===== src/rtl/vga_timing_pkg.sv =====
// Shared 640x480@60 VGA timing constants. The scan counter and the
// downstream sync generators all derive their geometry from this package.
package vga_timing_pkg;

  // Horizontal geometry, in pixels
  localparam int H_ACTIVE      = 640;
  localparam int H_FRONT_PORCH = 16;
  localparam int H_SYNC_PULSE  = 96;
  localparam int H_TOTAL       = 800;
  localparam int H_BACK_PORCH  = H_TOTAL - H_ACTIVE - H_FRONT_PORCH - H_SYNC_PULSE;

  // Vertical geometry, in lines
  localparam int V_ACTIVE      = 480;
  localparam int V_FRONT_PORCH = 10;
  localparam int V_SYNC_PULSE  = 2;
  localparam int V_TOTAL       = 525;
  localparam int V_BACK_PORCH  = V_TOTAL - V_ACTIVE - V_FRONT_PORCH - V_SYNC_PULSE;

  // System clocks per pixel: 50 MHz / 2 = 25 MHz pixel rate
  localparam int PIX_CLK_DIV   = 2;

  // Counter widths sized to hold 0..TOTAL-1
  localparam int HCNT_W        = $clog2(H_TOTAL);
  localparam int VCNT_W        = $clog2(V_TOTAL);

endpackage : vga_timing_pkg


===== src/rtl/vga_timing_counter_pixel_tick.sv =====
// Pixel-rate enable generator: divides clk by CLK_DIV and gates the
// resulting one-clock tick with the run enable. The divider phase is
// held while en_i is low so a resumed scan produces no extra tick.
module vga_pixel_tick
  import vga_timing_pkg::*;
#(
  parameter int CLK_DIV = PIX_CLK_DIV
) (
  input  logic clk,
  input  logic rst_n,
  input  logic en_i,
  output logic pix_tick_o
);

  generate
    if (CLK_DIV == 1) begin : g_no_div
      // Every enabled clock is a pixel step
      assign pix_tick_o = en_i;
    end else begin : g_div
      localparam int DIV_W = $clog2(CLK_DIV);
      localparam logic [DIV_W-1:0] DIV_LAST = DIV_W'(CLK_DIV - 1);

      logic [DIV_W-1:0] div_cnt_q;
      logic [DIV_W-1:0] div_cnt_d;
      logic             tick_s;

      // Tick on the last divider phase; next phase wraps by explicit compare
      always_comb begin
        tick_s    = 1'b0;
        div_cnt_d = div_cnt_q;
        if (en_i) begin
          if (div_cnt_q == DIV_LAST) begin
            tick_s    = 1'b1;
            div_cnt_d = '0;
          end else begin
            tick_s    = 1'b0;
            div_cnt_d = div_cnt_q + DIV_W'(1);
          end
        end else begin
          tick_s    = 1'b0;
          div_cnt_d = div_cnt_q;
        end
      end

      // Divider phase register
      always_ff @(posedge clk or negedge rst_n) begin
        if (!rst_n) begin
          div_cnt_q <= '0;
        end else begin
          div_cnt_q <= div_cnt_d;
        end
      end

      assign pix_tick_o = tick_s;
    end
  endgenerate

endmodule : vga_pixel_tick


===== src/rtl/vga_timing_counter.sv =====
// Free-running horizontal/vertical scan counter for the VGA pipeline.
// Steps hCount once per pixel tick, steps vCount at each line wrap, and
// flags active video plus line/frame boundary pulses for the renderer.
module vga_timing_counter #(
  parameter int H_TOTAL  = vga_timing_pkg::H_TOTAL,
  parameter int V_TOTAL  = vga_timing_pkg::V_TOTAL,
  parameter int H_ACTIVE = vga_timing_pkg::H_ACTIVE,
  parameter int V_ACTIVE = vga_timing_pkg::V_ACTIVE,
  parameter int CLK_DIV  = vga_timing_pkg::PIX_CLK_DIV
) (
  input  logic                       clk,
  input  logic                       rst_n,
  input  logic                       en,
  output logic                       pixTick,
  output logic [$clog2(H_TOTAL)-1:0] hCount,
  output logic [$clog2(V_TOTAL)-1:0] vCount,
  output logic                       videoOn,
  output logic                       lineEnd,
  output logic                       frameEnd
);

  localparam int HW = $clog2(H_TOTAL);
  localparam int VW = $clog2(V_TOTAL);
  localparam logic [HW-1:0] H_LAST = HW'(H_TOTAL - 1);
  localparam logic [VW-1:0] V_LAST = VW'(V_TOTAL - 1);
  localparam logic [HW-1:0] H_VIS  = HW'(H_ACTIVE);
  localparam logic [VW-1:0] V_VIS  = VW'(V_ACTIVE);

  logic          pix_tick_s;
  logic          h_last_s;
  logic          v_last_s;
  logic [HW-1:0] hcount_q;
  logic [HW-1:0] hcount_d;
  logic [VW-1:0] vcount_q;
  logic [VW-1:0] vcount_d;

  vga_pixel_tick #(
    .CLK_DIV (CLK_DIV)
  ) u_pixel_tick (
    .clk        (clk),
    .rst_n      (rst_n),
    .en_i       (en),
    .pix_tick_o (pix_tick_s)
  );

  assign h_last_s = (hcount_q == H_LAST);
  assign v_last_s = (vcount_q == V_LAST);

  // Next scan position: wraps are explicit compares so counts never reach TOTAL
  always_comb begin
    hcount_d = hcount_q;
    vcount_d = vcount_q;
    if (pix_tick_s) begin
      if (h_last_s) begin
        hcount_d = '0;
        if (v_last_s) begin
          vcount_d = '0;
        end else begin
          vcount_d = vcount_q + VW'(1);
        end
      end else begin
        hcount_d = hcount_q + HW'(1);
        vcount_d = vcount_q;
      end
    end else begin
      hcount_d = hcount_q;
      vcount_d = vcount_q;
    end
  end

  // Scan position registers
  always_ff @(posedge clk or negedge rst_n) begin
    if (!rst_n) begin
      hcount_q <= '0;
      vcount_q <= '0;
    end else begin
      hcount_q <= hcount_d;
      vcount_q <= vcount_d;
    end
  end

  // Boundary pulses share the pixel tick so they are exactly one clock wide
  assign pixTick  = pix_tick_s;
  assign lineEnd  = pix_tick_s & h_last_s;
  assign frameEnd = pix_tick_s & h_last_s & v_last_s;
  assign hCount   = hcount_q;
  assign vCount   = vcount_q;
  assign videoOn  = (hcount_q < H_VIS) & (vcount_q < V_VIS);

endmodule : vga_timing_counter


===== config.mk =====
export PLATFORM = sky130hd
export DESIGN_NAME = vga_timing_counter
export DESIGN_NICKNAME = d
export VERILOG_FILES = /design/src/rtl/vga_timing_pkg.sv /design/src/rtl/vga_timing_counter_pixel_tick.sv /design/src/rtl/vga_timing_counter.sv
export SDC_FILE = /design/constraint.sdc
export NUM_CORES = 1
export LEC_CHECK = 0
export ABC_AREA = 1
export ABC_CLOCK_PERIOD_IN_PS = 1800
export CAP_MARGIN = 20
export CORE_MARGIN = 3
export CORE_UTILIZATION = 25
export DETAILED_ROUTE_END_ITERATION = 10
export PLACE_DENSITY_LB_ADDON = 0.12
export RECOVER_POWER = 100
export SETUP_SLACK_MARGIN = 0.3
export SLEW_MARGIN = 20
export SYNTH_ARGS = -nofsm -noshare
export SYNTH_HDL_FRONTEND = slang
export SYNTH_HIERARCHICAL = 1
export SYNTH_SLANG_ARGS = --single-unit

===== constraint.sdc =====
create_clock -name clk -period 1.8 [get_ports clk]
set_input_delay 0.18 -clock clk [delete_from_list [all_inputs] [get_ports clk]]
set_output_delay 0.18 -clock clk [all_outputs]
set_load 0.01 [all_outputs]

# --- Word level (Yosys, flattened, before mapping) ---
# Cells that the tools add are included.
totals:
  in_bits: 3
  regBits: 21
  word_cells: 19
  output_inout_bits: 24
classes:
  n_reduce_logical: 1
  n_bitwise: 3
  n_addsub: 3
  muxes: 5
  n_lt_le_gt_ge: 2
  eq_ne: 2
op_table:
  columns: ["cell", "count"]
  rows:
  - ["adder 10 x 1 -> 10 bit, second input constant", 2]
  - ["equality test 10 bit, second input constant", 2]
  - ["two-way mux 10 bit", 2]
  - ["less-than comparator 10 bit, second input constant", 1]
  - ["less-than comparator 10 x 9 -> 1 bit, second input constant", 1]
  - ["AND 1 bit", 3]
  - ["two-way mux 1 bit", 3]
  - ["AND reduction 2 bit", 1]
  - ["adder 1 bit, second input constant", 1]

# --- Logic depth before layout (Yosys ltp) ---
logic_depth:
  ltp_word: 4
  mapped_depth: 8
  depth_no_buf: 8

# --- Hierarchy ---
# The synthesis kept the hierarchy.
modules_own_cells:
  columns: ["module", "n_inst", "area_per_inst_um2", "seq_area_each_um2", "cells_per_inst"]
  rows:
  - ["vga_timing_counter", 1, 1224.9, 500.5, 171]
  - ["vga_pixel_tick", 1, 51.3, 25.0, 8]

# --- Worst setup path after synthesis ---
# No wires, ideal clock.
synth_path:
  path_kind: "flip-flop to output port"
  start: "register hcount_q[0], in the netlist hCount[0]"
  end: "output port frameEnd"
  arrival_time_ns: 1.304
  required_time_ns: 1.620
  setup_slack_ns: 0.316
  path_buffers: 1
  path_stages_with_launch: 7
  path_cell_list: "dfrtp_1 -> ha_1 -> nand2_1 -> nor2_4 -> nand4_4 -> buf_6 -> nor3_2"
synth_between:
  elab_chain_len: 3
synth_rtl:
  columns: ["item", "line", "text"]
  rows:
  - ["start: declaration", "vga_timing_counter.sv:32", "logic [HW-1:0] hcount_q;"]
  - ["start signal: assignment", "vga_timing_counter.sv:77", "hcount_q <= hcount_d;"]
  - ["equality test 10 bit", "vga_timing_counter.sv:46", "assign h_last_s = (hcount_q == H_LAST);"]
  - ["AND 1 bit (2 in series)", "vga_timing_counter.sv:85", "assign frameEnd = pix_tick_s & h_last_s & v_last_s;"]
  - ["end: declaration", "vga_timing_counter.sv:19", "output logic frameEnd"]
# No other way between the ends.

# --- Worst setup path after layout ---
layout_path:
  start: "register hcount_q[1], in the netlist hCount[1]"
  end: "output port frameEnd"
# Same word-level chain as after synthesis.

==> out/metrics.cfg <==
[drt]
viasPerCell=4.109
first_pass_iters=4
route.vias.total=1241
antenna_left=0
wl_microns=3131
route.detailed.drc=0
drt_iter0_markers=45
routedWlPerCell_microns=10.37

[timing]
rsz0062_at_grt=true
final-hold-violation-count=0
slew_headroom=0.1943
hold_slack_ns=0.5153
skew_ns=0.005598
worst_pin_slew_ns=1.209
slew_violations=0
fmaxAchievable_ghz=0.6137
setup_viol=0
fin_ws_ns=0.1706
fin_crit_sh=0.9052
fin_crit_ns=1.629

[pwr]
pwr-share-comb=0.366
p_int_mw=0.9754
power.net_switching_mw=0.4816
sw_frac_of_total=0.3305
powerDensity_nw_per_um2=794.9
pwr-share-seq=0.417
clock_power_share=0.218
irDropWorstVdd_v=0.0003166
total_power_mw=1.457
p_leak_nw=0.9580

[placement]
hpwl_microns=2372
dp.cells=292
placed_cell_area_sq_um=1767
place_congestion=0.8065
pre_cts_ws_ns=-0.05437
io_buffer_count=26

[global_route]
grtUsageMet3=0.03248
grtUsageMet1=0.1474
busiest_layer=met2
antenna_found_initial=0
use_met2=0.1822
grt_pass1_vias=1195
gr-total-overflow=0
grt_usage=0.1124
grt_max_degree=22
grt_first_pass_wirelength_microns=5423

[floorplan]
start_util=0.2649
pin_count=27
die_area_sq_um=5999
rows=25
chipWidth_microns=77.45
core_sq_um=4817
die_h_microns=77.45

[synthesis]
ys_types=24
syn_area_per_cell_sq_um=7.130
synth_area_leaders=dfrtp_1 (41%), nand2_1 (18%), inv_1 (8.8%), nor2_1 (5.3%), nand3_1 (3.1%)
synth-edff-count=0
ys_seq_elements=21
yosys.area.top_type=dfrtp_1
synth_top_cell_area_share=0.4118
synth_nets=185
postSynthCellCount=179
ys_warn_count=6
synthArstFlopShare=1.000
synth_ff_type=dfrtp_1
ys_seq_area_frac=0.4118
syn-cell-area_sq_um=1276
yosys.cell_count.top_type=nand2_1
yosys-top-cells-count=nand2_1 (61), inv_1 (30), dfrtp_1 (21), nor2_1 (18), nand3_1 (8)

[clock_network]
cts_max_level=1
cts_buffer_depth=2
clock_sink_count=21
cts_made_buffers=3
cts.clk_slew.worst_paths_ns=0.08
root_buffer=clkbuf_8
clock_latency_ns=0.26
tritoncts=done

[setup_path]
start_kind=register
worst_path_max_delay_cell=dfrtp_1
r2r_cells=9
critPathMaxStageDelay_ns=0.36
critPathBufInv=1
path_depth=6
cp_max_fo=2
critPathKind=reg2out
r2r-start=hCount[1]
worstPathRequired_ns=1.62
crit_path_end_kind=primary output
worst_r2r_endpoint=vCount[1]
cp.arrival_ns=1.45
worstPathCellList=ha_1, nand2_1, nor2_4, nand4_4, nor3_4, clkbuf_1
critPathTopFamily=simple AND/OR/NAND/NOR gates
reg2reg_slack_ns=0.23

[min_path]
hp-class=reg2reg
hold_end=u_pixel_tick/g_div.div_cnt_q
holdPathStages=2
hold_start=u_pixel_tick/g_div.div_cnt_q

[job]
cap_viol_max_count=0

[cells_and_area]
drive_above_1_share=0.1574
area_growth_syn_to_layout_pct=43.63
antenna_cells=0
fin_area_sq_um=1833
final_nets=242
fin_cells=302

[run_status]
outcome=finished, final reports clean

stage by stage:
stage	setup TNS, ns	utilization
final	0	0.3805
after global routing	0	0.3805
after CTS	0	0.3779
after detailed placement	-0.1084	0.3668
after global placement	-0.08269	0.3668
after floorplan	0	-
tightest hold or removal path, stage by stage, from the launching register on:
cell and delay (ns):
dfrtp_1 0.38, nand2_1 0.06, nand2_1 0.04
worst max-delay path by stage:
| stage | startpoint | end | slack, ns |
|---|---|---|---|
| after global placement | en | frameEnd | -0.04 |
| after CTS | hCount[1] | frameEnd | 0.08 |
| after floorplan | hCount[0] | frameEnd | 0.32 |
| after global routing | en | hCount[7] | 0.06 |
| after detailed placement | en | lineEnd | -0.05 |
| final | hCount[1] | frameEnd | 0.17 |
repair_timing:
| action | 4_1_cts | 5_1_grt |
|---|---|---|
| buffers inserted | 3 | 3 |
| hold buffers | 0 | 0 |
| resized for setup | 19 | 20 |
| setup endpoints to repair | 9 | 23 |
| hold endpoints to repair | 0 | 0 |
| pin swaps | 5 | 7 |
| cloned | 0 | 0 |
power groups by stage:
stage / Combinational, mW / Clock [mW] / Sequential [mW]
3_3_place_gp: 0.558 / 0 / 0.616
3_5_place_dp: 0.554 / 0 / 0.614
5_1_grt: 0.590 / 0.357 / 0.622
4_1_cts: 0.567 / 0.340 / 0.609
6_report: 0.533 / 0.317 / 0.607
2_1_floorplan: 0.196 / 0 / 0.663
sequential cells by signal, summed over array words and instances, names as in the netlist:
name                          count
vCount                           10
hCount                           10
u_pixel_tick/g_div.div_cnt_q      1
routing by layer:
metal / wire [microns] / up-vias
met5: 0 / -
met4: 24 / 0
met3: 164 / 2
met2: 1446 / 23
met1: 1496 / 552
li1: - / 664
cell families after synthesis:
kind of cell             after synthesis  synth area share
AND/OR/NAND/NOR                      105            0.3726
adder cells (fa/ha/maj)                3           0.02941
AO/OA/AOI/OAI                         14           0.05881
flip-flops                            21            0.4118
buffers and inverters                 32            0.1000
XOR/XNOR                               4           0.02746
cells in the final DEF (no fill, tap or decap), types with 2 or more instances in the layout:
| master | synthesis | layout |
|---|---|---|
| clkdlybuf4s50_1 | 0 | 3 |
| o21ai_0 | 5 | 5 |
| clkdlybuf4s25_1 | 0 | 9 |
| o21ai_1 | 2 | 2 |
| nand4_1 | 4 | 4 |
| nor2_1 | 18 | 20 |
| inv_1 | 30 | 30 |
| dlygate4sd2_1 | 0 | 4 |
| ha_1 | 3 | 3 |
| nand2_1 | 61 | 61 |
| clkbuf_8 | 0 | 3 |
| clkbuf_1 | 0 | 9 |
| nor2_4 | 1 | 2 |
| buf_4 | 0 | 18 |
| xor2_1 | 3 | 3 |
| o21bai_1 | 2 | 2 |
| nand3_1 | 8 | 7 |
| dfrtp_1 | 21 | 21 |
| a21oi_1 | 5 | 5 |
| nand3_2 | 1 | 2 |
| dlygate4sd3_1 | 0 | 7 |
| nor2_2 | 5 | 2 |
final cells by class:
class / instances / area (sq um)
clock buffers: 3 / 41.29
flip-flops and latches: 21 / 525.5
fillers: 560 / 2984
multi-input cells: 126 / 639.4
inverters: 31 / 116.4
repair buffers: 53 / 421.7
clock inverters: 1 / 5.005
well taps: 67 / 83.83
(Power assumes the default switching activity.)
